`src/rtl/rsbus_sat_counter.sv`:
```
// Saturating up-counter with synchronous clear.
// Ports: clk, rst (async active-low), clr, inc, q.
module rsbus_sat_counter #(
    parameter int W = 4
) (
    input  logic         clk,
    input  logic         rst,
    input  logic         clr,
    input  logic         inc,
    output logic [W-1:0] q
);

    // clr together with inc loads 1: restart counting on this event.
    always_ff @(posedge clk or negedge rst) begin
        if (!rst) begin
            q <= '0;
        end else if (clr) begin
            q <= W'(inc);
        end else if (inc && !(&q)) begin
            q <= q + W'(1);
        end
    end

endmodule

```
`config.mk`:
```
export PLATFORM = sky130hd
export DESIGN_NAME = rsbus_sat_counter
export DESIGN_NICKNAME = d
export VERILOG_FILES = /design/src/rtl/rsbus_sat_counter.sv
export SDC_FILE = /design/constraint.sdc
export NUM_CORES = 1
export LEC_CHECK = 0
export BUFFER_PORTS_ARGS = -buffer_cell sky130_fd_sc_hd__buf_4
export CAP_MARGIN = 5
export CORE_AREA = 3 3 40 42
export DETAILED_ROUTE_END_ITERATION = 7
export DIE_AREA = 0 0 43 45
export PLACE_DENSITY = 0.41
export SLEW_MARGIN = 10
export SYNTH_ARGS = -nofsm -noshare
export SYNTH_HDL_FRONTEND = slang
export SYNTH_SLANG_ARGS = --single-unit
export TNS_END_PERCENT = 100
```
`constraint.sdc`:
```
create_clock -name clk -period 1.9 [get_ports clk]
set_input_delay 0.38 -clock clk [delete_from_list [all_inputs] [get_ports clk]]
set_output_delay 0.38 -clock clk [all_outputs]
set_load 0.01 [all_outputs]
```
==> impl_metrics.env, run 1 <==
export IMPL_status="completed"
export IMPL_fmax_mhz=782
export IMPL_fin_skew_ns=0.00282
export IMPL_cts_sinks=4
export IMPL_grt_total_usage_pct=5.43
export IMPL_cts_setup_buffers=0
export IMPL_n_antenna_cell=0
export IMPL_setup_viol=0
export IMPL_max_vdd_ir_drop_uv=236
export IMPL_synth_top_area_share_pct=46.2
export IMPL_num_rows=13
export IMPL_ys_top_cells_by_area="dfrtp_1 46%, ha_1 5.8%, and4b_2 5.2%"
export IMPL_die_h_um=45
export IMPL_end_kind="register"
export IMPL_crit_fanout=5
export IMPL_antenna_found_initial=0
export IMPL_ys_seq_area_share_pct=46.2
export IMPL_max_slew_margin_pct=86.8
export IMPL_tightest_slew_ns=0.197
export IMPL_p_sw_share_pct=22.9
export IMPL_cts_buffers=3
export IMPL_largestRegisters="q x4"
export IMPL_clock_power_share_pct=41.9
export IMPL_pre_cts_slack_ns=0.628
export IMPL_max_cap_violations=0
export IMPL_cts_tree="built"
export IMPL_finalPower_mw=0.237
export IMPL_drt_antenna_violating_nets=0
export IMPL_nets=40
export IMPL_rsz0062_at_grt="no"
export IMPL_remaining_drc_errors=0
export IMPL_largest_register="q"
export IMPL_grt_pass1_wl_um=738
export IMPL_drt_wl_total_um=477
export IMPL_cts_root_buffer="clkbuf_4"
export IMPL_synth_edf_count=0
export IMPL_vias_per_cell=4.38
export IMPL_required_ns=2.01
export IMPL_dieArea_um2=1940
export IMPL_ys_dominant_reg_cell="dfrtp_1"
export IMPL_areaGrowthSynthToFinish_pct=48.0
export IMPL_cts_htree_levels=1
export IMPL_hold_path_class="in2reg"
export IMPL_syn_cell_area_um2=216
export IMPL_layout_setup_ws_ns=0.621
export IMPL_startpoint_type="register"
export IMPL_synth_common_cells="4 x dfrtp_1, 2 x a21oi_1, 2 x inv_1, 2 x nand2_1"
export IMPL_crit_type="reg2reg"
export IMPL_fill_cells=142
export IMPL_grt_pass1_vias=182
export IMPL_cellPowerDensity_nw_per_um2=740
export IMPL_arrival_ns=1.39
export IMPL_die_x_um=43
export IMPL_yosysMostFrequentCell="dfrtp_1"
export IMPL_firstDrtPassIters=1
export IMPL_vias=210
export IMPL_drv_slew=0
export IMPL_drive_gt1_share_pct=33.3
export IMPL_yosys_warnings=0
export IMPL_regArea_um2=100
export IMPL_period_share_pct=67.3
export IMPL_utilization_pct=24.9
export IMPL_finalSetupTns_ns=0
export IMPL_finalCriticalPeriod_ns=1.28
export IMPL_routedWlPerCell_um=9.94
export IMPL_ios=8
export IMPL_dpl_hpwl_um=419
export IMPL_syn_avg_cell_area_um2=9.84
export IMPL_ys_async_sr_fraction_pct=100
export IMPL_largest_reg_flops=4
export IMPL_final_cell_count_no_fill=48
export IMPL_p_int_mw=0.183
export IMPL_multi_input_area_um2=109
export IMPL_pwr_share_comb_pct=16.3
export IMPL_ys_types=16
export IMPL_clk_latency_ns=0.23
export IMPL_core_area_um2=1280
export IMPL_p_leak_nw=0.157
export IMPL_synth_seq_cells=4
export IMPL_grt_overflow_total=0
export IMPL_routabilityCongestion=0.626
export IMPL_syn_instance_count=22
export IMPL_hold_violations=0
export IMPL_io_buffers=7
export IMPL_grt_max_degree=8
export IMPL_seq_power_share_pct=41.9
export IMPL_initial_core_util_pct=16.8
export IMPL_clk_path_buf_depth=2
export IMPL_syn_nets=27
export IMPL_placedCellCount=44
export IMPL_first_iter_violations=0
export IMPL_clk_pin_slew_ns=0.04
export IMPL_p_sw_mw=0.0543
export IMPL_synth_area_leader_cell="dfrtp_1"
layer usage:
metal  global-route usage, %  part of all wire [%]  wire length, µm
met3                    5.18                   9.2               44
met4                    1.81                     0                0
met5                       0                     0                0
met1                    6.10                    48              228
met2                    7.19                    43              203
critical path, stage by stage (launching register included):
cell,delay (ns)
dfrtp_1,0.40
ha_1,0.22
nand3_1,0.12
and4_1,0.23
a31o_1,0.18
power groups by stage:
stage | Sequential (mW) | Clock [mW] | Combinational (mW)
final | 0.0993 | 0.0993 | 0.0385
after global routing | 0.100 | 0.113 | 0.0422
after CTS | 0.0995 | 0.104 | 0.0392
after detailed placement | 0.100 | 0 | 0.0375
after global placement | 0.100 | 0 | 0.0370
after floorplan | 0.102 | 0 | 0.0130
through the flow:
stage | hold WS (ns) | area [µm²]
finish | 0.342 | 320
global route | 0.344 | 320
CTS | 0.336 | 320
detailed placement | 0.179 | 288
global placement | 0.178 | 288
floorplan | 0.0844 | 216
worst paths after layout:
check / endpoint / slack (ns) / startpoint / depth (start not counted)
worst max register to register: q[1] / 0.62 / q[0] / 4
worst min register to register: q[1] / 0.58 / q[1] / 1
worst max-delay path: q[1] / 0.62 / q[0] / 4
min in group asynchronous: q[2] / 0.48 / rst / 2
worst min-delay path: q[3] / 0.34 / clr / 2
max in group asynchronous: q[0] / 1.32 / rst / 2
placed cells by master (no fill, tap or decap):
master,n
nand2_1,2
clkbuf_4,3
dfrtp_1,4
a31o_1,1
and4_1,1
buf_4,7
nand4_1,1
and4b_2,1
a211o_1,1
nor3_1,1
dlygate4sd3_1,1
inv_1,2
ha_1,1
o21ai_0,1
or2_0,1
nand3_1,1
o211ai_1,1
and3_1,1
a21oi_1,2
cell type report:
| class | instances | share of cell area [%] |
|---|---|---|
| Tap cell | 15 | 5.86 |
| Clock buffer | 3 | 7.03 |
| Inverter | 2 | 2.34 |
| Multi-Input combinational cell | 16 | 34.0 |
| Timing Repair Buffer | 8 | 19.5 |
| Sequential cell | 4 | 31.3 |
repair_timing:
item / in CTS / in global routing
resized for setup: 0 / 0
hold buffers: 1 / 0
hold endpoints to repair: 4 / 0
logic make-up after synthesis:
group | synth area share [%]
AND/OR/NAND/NOR | 26.0
AO/OA/AOI/OAI | 18.5
flip-flops | 46.2
buffers and inverters | 3.47
adder cells (fa/ha/maj) | 5.78
No activity file was read; power rests on OpenSTA's default activity.
==> run 2, diff against run 1 <==
--- a/config.mk
+++ b/config.mk
@@ -5,12 +5,13 @@
 export SDC_FILE = /design/constraint.sdc
 export NUM_CORES = 1
 export LEC_CHECK = 0
+export ABC_AREA = 1
 export BUFFER_PORTS_ARGS = -buffer_cell sky130_fd_sc_hd__buf_4
 export CAP_MARGIN = 5
 export CORE_AREA = 3 3 40 42
 export DETAILED_ROUTE_END_ITERATION = 7
 export DIE_AREA = 0 0 43 45
-export PLACE_DENSITY = 0.41
+export PLACE_DENSITY = 0.42
 export SLEW_MARGIN = 10
 export SYNTH_ARGS = -nofsm -noshare
 export SYNTH_HDL_FRONTEND = slang
==> constraint.sdc (replaced) <==
create_clock -name clk -period 1.04 [get_ports clk]
set_input_delay 0.208 -clock clk [delete_from_list [all_inputs] [get_ports clk]]
set_output_delay 0.208 -clock clk [all_outputs]
set_load 0.01 [all_outputs]
==> impl_metrics.env, run 2 <==
export IMPL_io_buffers=7
export IMPL_vias=260
export IMPL_crit_chain="buf_6 > buf_6"
export IMPL_pwr_share_comb_pct=24.1
export IMPL_startpoint_type="register"
export IMPL_arrival_ns=0.89
export IMPL_required_ns=0.83
export IMPL_drt_wl_total_um=653
export IMPL_syn_avg_cell_area_um2=7.78
export IMPL_fmax_mhz=914
export IMPL_max_slew_margin_pct=90.1
export IMPL_max_vdd_ir_drop_uv=533
export IMPL_dieArea_um2=1940
export IMPL_clk_pin_slew_ns=0.04
export IMPL_syn_cell_area_um2=218
export IMPL_end_kind="output port"
export IMPL_path_buf_inv=2
export IMPL_largest_register="q"
export IMPL_finalCriticalPeriod_ns=1.09
export IMPL_core_area_um2=1280
export IMPL_crit_fanout=2
export IMPL_p_sw_share_pct=25.4
export IMPL_r2r_start="q[0]"
export IMPL_syn_nets=33
export IMPL_cts_htree_levels=1
export IMPL_drt_antenna_violating_nets=0
export IMPL_vias_per_cell=4.26
export IMPL_setup_viol=5
export IMPL_cpMostUsedCell="buf_6"
export IMPL_ys_types=11
export IMPL_clk_latency_ns=0.24
export IMPL_violations="negative setup slack"
export IMPL_ios=8
export IMPL_final_cell_mix="9 x nand2_1, 8 x buf_4, 5 x buf_6"
export IMPL_ys_dominant_reg_cell="dfrtp_1"
export IMPL_ys_seq_area_share_pct=46.0
export IMPL_routedWlPerCell_um=10.7
export IMPL_rsz0062_at_grt="yes"
export IMPL_cts_sinks=4
export IMPL_synth_seq_cells=4
export IMPL_cellPowerDensity_nw_per_um2=1170
export IMPL_ys_top_cells_by_area="dfrtp_1 46%, nand2_1 17%, nand4_1 8.6%"
export IMPL_largestRegisters="q x4"
export IMPL_synth_edf_count=0
export IMPL_initial_core_util_pct=16.9
export IMPL_worstSetupPathDepth=2
export IMPL_fin_skew_ns=0.00452
export IMPL_die_h_um=45
export IMPL_grt_overflow_total=0
export IMPL_drv_slew=0
export IMPL_syn_instance_count=28
export IMPL_cts_root_buffer="clkbuf_4"
export IMPL_largest_reg_flops=4
export IMPL_layout_commonest_cell="nand2_1"
export IMPL_drive_gt1_share_pct=56.5
export IMPL_nets=52
export IMPL_fin_area_um2=434
export IMPL_fill_cells=147
export IMPL_grt_pass1_wl_mm=1.15
export IMPL_die_x_um=43
export IMPL_num_rows=13
export IMPL_yosys_warnings=0
export IMPL_remaining_drc_errors=0
export IMPL_synth_area_leader_cell="dfrtp_1"
export IMPL_period_share_pct=105
export IMPL_n_antenna_cell=0
export IMPL_seq_power_share_pct=35.0
export IMPL_grt_total_usage_pct=8.70
export IMPL_grt_pass1_vias=296
export IMPL_cts_buffers=3
export IMPL_antenna_found_initial=0
export IMPL_grt_max_degree=6
export IMPL_hold_path_class="in2reg"
export IMPL_critPathMaxStageDelay_ns=0.41
export IMPL_regToRegEndpoint="q[0]"
export IMPL_firstDrtPassIters=4
export IMPL_startpoint="q[1]"
export IMPL_hold_violations=0
export IMPL_status="finished, violations left"
export IMPL_crit_type="reg2out"
export IMPL_clock_power_share_pct=40.9
export IMPL_utilization_pct=33.8
export IMPL_path_delay_family="flip-flops"
export IMPL_p_sw_mw=0.130
export IMPL_endpoint="q[1]"
export IMPL_synth_common_cells="10 x nand2_1, 4 x dfrtp_1, 3 x nand3_1, 3 x nand4_1, 2 x inv_1"
export IMPL_p_int_mw=0.381
export IMPL_reg2reg_depth=7
export IMPL_ys_async_sr_fraction_pct=100
export IMPL_slowest_stage="dfrtp_1"
export IMPL_dpl_instance_area_um2=320
export IMPL_areaGrowthSynthToFinish_pct=99.4
export IMPL_max_cap_violations=0
export IMPL_first_iter_violations=3
export IMPL_clk_path_buf_depth=2
export IMPL_cts_tree="built"
export IMPL_yosysMostFrequentCell="nand2_1"
export IMPL_tightest_slew_ns=0.148
export IMPL_layout_setup_ws_ns=-0.0541
export IMPL_whs_path_depth=4
export IMPL_worst_hold_slack_ns=0.260
export IMPL_rrSetupSlack_ns=-0.04
export IMPL_p_leak_nw=0.204
export IMPL_routabilityCongestion=0.726
export IMPL_synth_top_area_share_pct=46.0
-- run 2: cell types whose count changed in the layout (fill, tap and decap cells not counted), moves of 2 or more --
| cell | before | now |
|---|---|---|
| nand2_1 | 2 | 9 |
| buf_6 | 0 | 5 |
| dfrtp_1 | 4 | 1 |
| dfrtp_2 | 0 | 3 |
| a21oi_1 | 2 | 0 |
| nand4_1 | 1 | 3 |
-- run 2: how the worst min path moves through the flow --
stage	startpoint	endpoint	slack [ns]
after floorplan	rst	q[0]	-0.09
after global placement	rst	q[3]	0.005
after detailed placement	rst	q[3]	0.006
after CTS	clr	q[1]	0.25
after global routing	clr	q[3]	0.28
final	clr	q[3]	0.26
-- run 2: logic make-up after synthesis --
kind of cell / after synthesis / synth area share [%]
AOI/OAI and AO/OA: 2 / 5.75
DFF: 4 / 46.0
buffers and inverters: 3 / 5.17
adders and majority gates: 1 / 5.75
and+or+nand+nor: 18 / 37.4
-- run 2: layer usage --
layer	vias to the layer above	track usage, %	wire, µm
met5	-	0	0
met4	0	9.04	17
met3	2	1.59	75
met2	15	15.3	323
met1	112	8.29	237
li1	131	-	-
-- run 2: final cells by class --
type,instances,area [µm²],area share (%)
clock buffers,4,26.3,6.05
inverters,3,11.3,2.59
multi-input cells,21,148,34.0
flip-flops and latches,4,104,23.9
well taps,15,18.8,4.32
repair buffers,14,126,29.1
-- run 2: repair_timing --
item / 4_1_cts / 5_1_grt
hold buffers: 1 / 0
endpoints found under the hold margin: 4 / 0
endpoints found under the setup margin: 6 / 8
setup buffers: 3 / 0
gates resized for setup: 5 / 8
pin swaps: 1 / 4
gates cloned: 0 / 0
-- run 2: worst reg2reg max path, delay by kind of cell (launching register included) --
family                     cells  cell delay [ns]
and+or+nand+nor                5             0.27
adders and majority gates      1             0.18
DFF                            1             0.42
buffers and inverters          1             0.08
-- run 2: through the flow --
step | setup TNS, ns | setup slack [ns] | total power [mW] | std cells
2_1_floorplan | -0.143 | -0.0523 | 0.209 | 28
3_3_place_gp | 0 | 0.00232 | 0.258 | 53
3_5_place_dp | -0.0771 | -0.0317 | 0.259 | 53
4_1_cts | -0.227 | -0.0548 | 0.507 | 61
5_1_grt | -0.469 | -0.0989 | 0.539 | 61
6_report | -0.164 | -0.0541 | 0.510 | 61
-- run 2: power by group through the flow --
stage                     clock network [mW]  registers, mW  logic [mW]
final                                  0.209          0.178       0.123
after global routing                   0.226          0.180       0.133
after CTS                              0.221          0.174       0.113
after detailed placement                   0          0.175      0.0845
after global placement                     0          0.175      0.0830
after floorplan                            0          0.184      0.0248
==> run 3, diff against run 2 <==
--- a/config.mk
+++ b/config.mk
@@ -8,9 +8,9 @@
 export ABC_AREA = 1
 export BUFFER_PORTS_ARGS = -buffer_cell sky130_fd_sc_hd__buf_4
 export CAP_MARGIN = 5
-export CORE_AREA = 3 3 40 42
+export CORE_AREA = 2 2 39 41
 export DETAILED_ROUTE_END_ITERATION = 7
-export DIE_AREA = 0 0 43 45
+export DIE_AREA = 0 0 41 43
 export PLACE_DENSITY = 0.42
 export SLEW_MARGIN = 10
 export SYNTH_ARGS = -nofsm -noshare
==> impl_metrics.env, run 3 (same netlist as run 2, synthesis figures left out) <==
export IMPL_status="finished, violations left"
export IMPL_violations="negative setup slack"
export IMPL_setup_viol=6
export IMPL_final_cell_mix="11 x buf_4, 9 x nand2_1, 6 x buf_6"
export IMPL_firstDrtPassIters=4
export IMPL_end_kind="output port"
export IMPL_multi_input_area_um2=121
export IMPL_clk_pin_slew_ns=0.04
export IMPL_num_rows=14
export IMPL_grt_overflow_total=0
export IMPL_crit_fanout=2
export IMPL_routabilityCongestion=0.665
export IMPL_remaining_drc_errors=0
export IMPL_largest_reg_flops=4
export IMPL_first_iter_violations=6
export IMPL_cts_sinks=4
export IMPL_startpoint_type="register"
export IMPL_max_vdd_ir_drop_uv=882
export IMPL_core_area_um2=1380
export IMPL_die_h_um=43
export IMPL_ios=8
export IMPL_die_x_um=41
export IMPL_clk_latency_ns=0.24
export IMPL_grt_pass1_wl_mm=1.02
export IMPL_dpl_hpwl_um=426
export IMPL_final_cell_count_no_fill=66
export IMPL_rsz0062_at_grt="yes"
export IMPL_max_cap_violations=0
export IMPL_fin_skew_ns=0.00327
export IMPL_vias=270
export IMPL_regArea_um2=101
export IMPL_routedWlPerCell_um=9.21
export IMPL_cts_tree="built"
export IMPL_antenna_found_initial=0
export IMPL_layout_commonest_cell="buf_4"
export IMPL_grt_pass1_vias=242
export IMPL_finalCriticalPeriod_ns=1.08
export IMPL_fmax_mhz=930
export IMPL_p_leak_nw=0.227
export IMPL_initial_core_util_pct=15.7
export IMPL_required_ns=0.83
export IMPL_areaGrowthSynthToFinish_pct=102
export IMPL_largestRegisters="q x4"
export IMPL_nets=56
export IMPL_fill_cells=150
export IMPL_drv_slew=0
export IMPL_worst_hold_slack_ns=0.251
export IMPL_n_antenna_cell=0
export IMPL_hold_violations=0
export IMPL_cts_htree_levels=1
export IMPL_drive_gt1_share_pct=52.0
export IMPL_fin_area_um2=440
export IMPL_crit_type="reg2out"
export IMPL_layout_setup_ws_ns=-0.0355
export IMPL_utilization_pct=31.8
export IMPL_grt_total_usage_pct=9.36
export IMPL_period_share_pct=103
export IMPL_largest_register="q"
export IMPL_finalSetupTns_ns=-0.121
export IMPL_io_buffers=7
export IMPL_placedCellCount=56
export IMPL_grt_max_degree=5
export IMPL_cellPowerDensity_nw_per_um2=1150
export IMPL_cts_buffers=3
export IMPL_dieArea_um2=1760
export IMPL_cts_root_buffer="clkbuf_4"
export IMPL_dpl_instance_area_um2=337
export IMPL_arrival_ns=0.87
export IMPL_clk_path_buf_depth=2
export IMPL_tightest_slew_ns=0.154
export IMPL_hold_path_class="in2reg"
export IMPL_vias_per_cell=4.09
export IMPL_max_slew_margin_pct=89.7
export IMPL_drt_wl_total_um=608
export IMPL_drt_antenna_violating_nets=0
run 3: layer usage:
metal	part of all wire [%]	vias to the layer above	global-route usage [%]
met2	46	12	11.6
met4	0	0	2.00
met5	0	-	0
met3	12	0	9.42
met1	42	119	11.3
li1	-	139	-
run 3: timing repair:
item / in CTS / in global routing
hold endpoints to repair: 4 / 0
pin swaps: 1 / 3
hold buffers: 1 / 0
endpoints found under the setup margin: 6 / 8
gates resized for setup: 7 / 1
setup buffers: 5 / 1
run 3: worst paths after layout:
kind,start,end,depth (start not counted),slack (ns)
max,q[1],q[1],2,-0.04
min,clr,q[1],4,0.25
max reg2reg,q[0],q[0],7,-0.02
min reg2reg,q[3],q[3],3,0.60
max in group asynchronous,rst,q[0],2,0.63
min in group asynchronous,rst,q[0],2,0.30
run 3: through the flow:
stage	power [mW]	setup WS, ns
after floorplan	0.209	-0.0523
after global placement	0.262	-0.0214
after detailed placement	0.261	0.00655
after CTS	0.518	-0.0455
after global routing	0.547	-0.101
final	0.506	-0.0355
run 3: area by class of cell:
type	count	share of cell area, %
Timing Repair Buffer	18	36.4
Multi-Input combinational cell	21	27.6
Sequential cell	4	23.0
Clock buffer	4	5.97
Tap cell	16	4.55
Inverter	3	2.56
run 3: critical path: stages, from the launching register on:
cell and delay [ns]:
dfrtp_1 0.39, buf_6 0.13, buf_6 0.11
run 3: where the power goes:
group | switching (mW) | leakage [nW] | total, mW | internal [mW]
clock network | 0.0675 | 0.0150 | 0.212 | 0.144
registers | 0.00716 | 0.0520 | 0.173 | 0.166
logic | 0.0506 | 0.160 | 0.121 | 0.0703
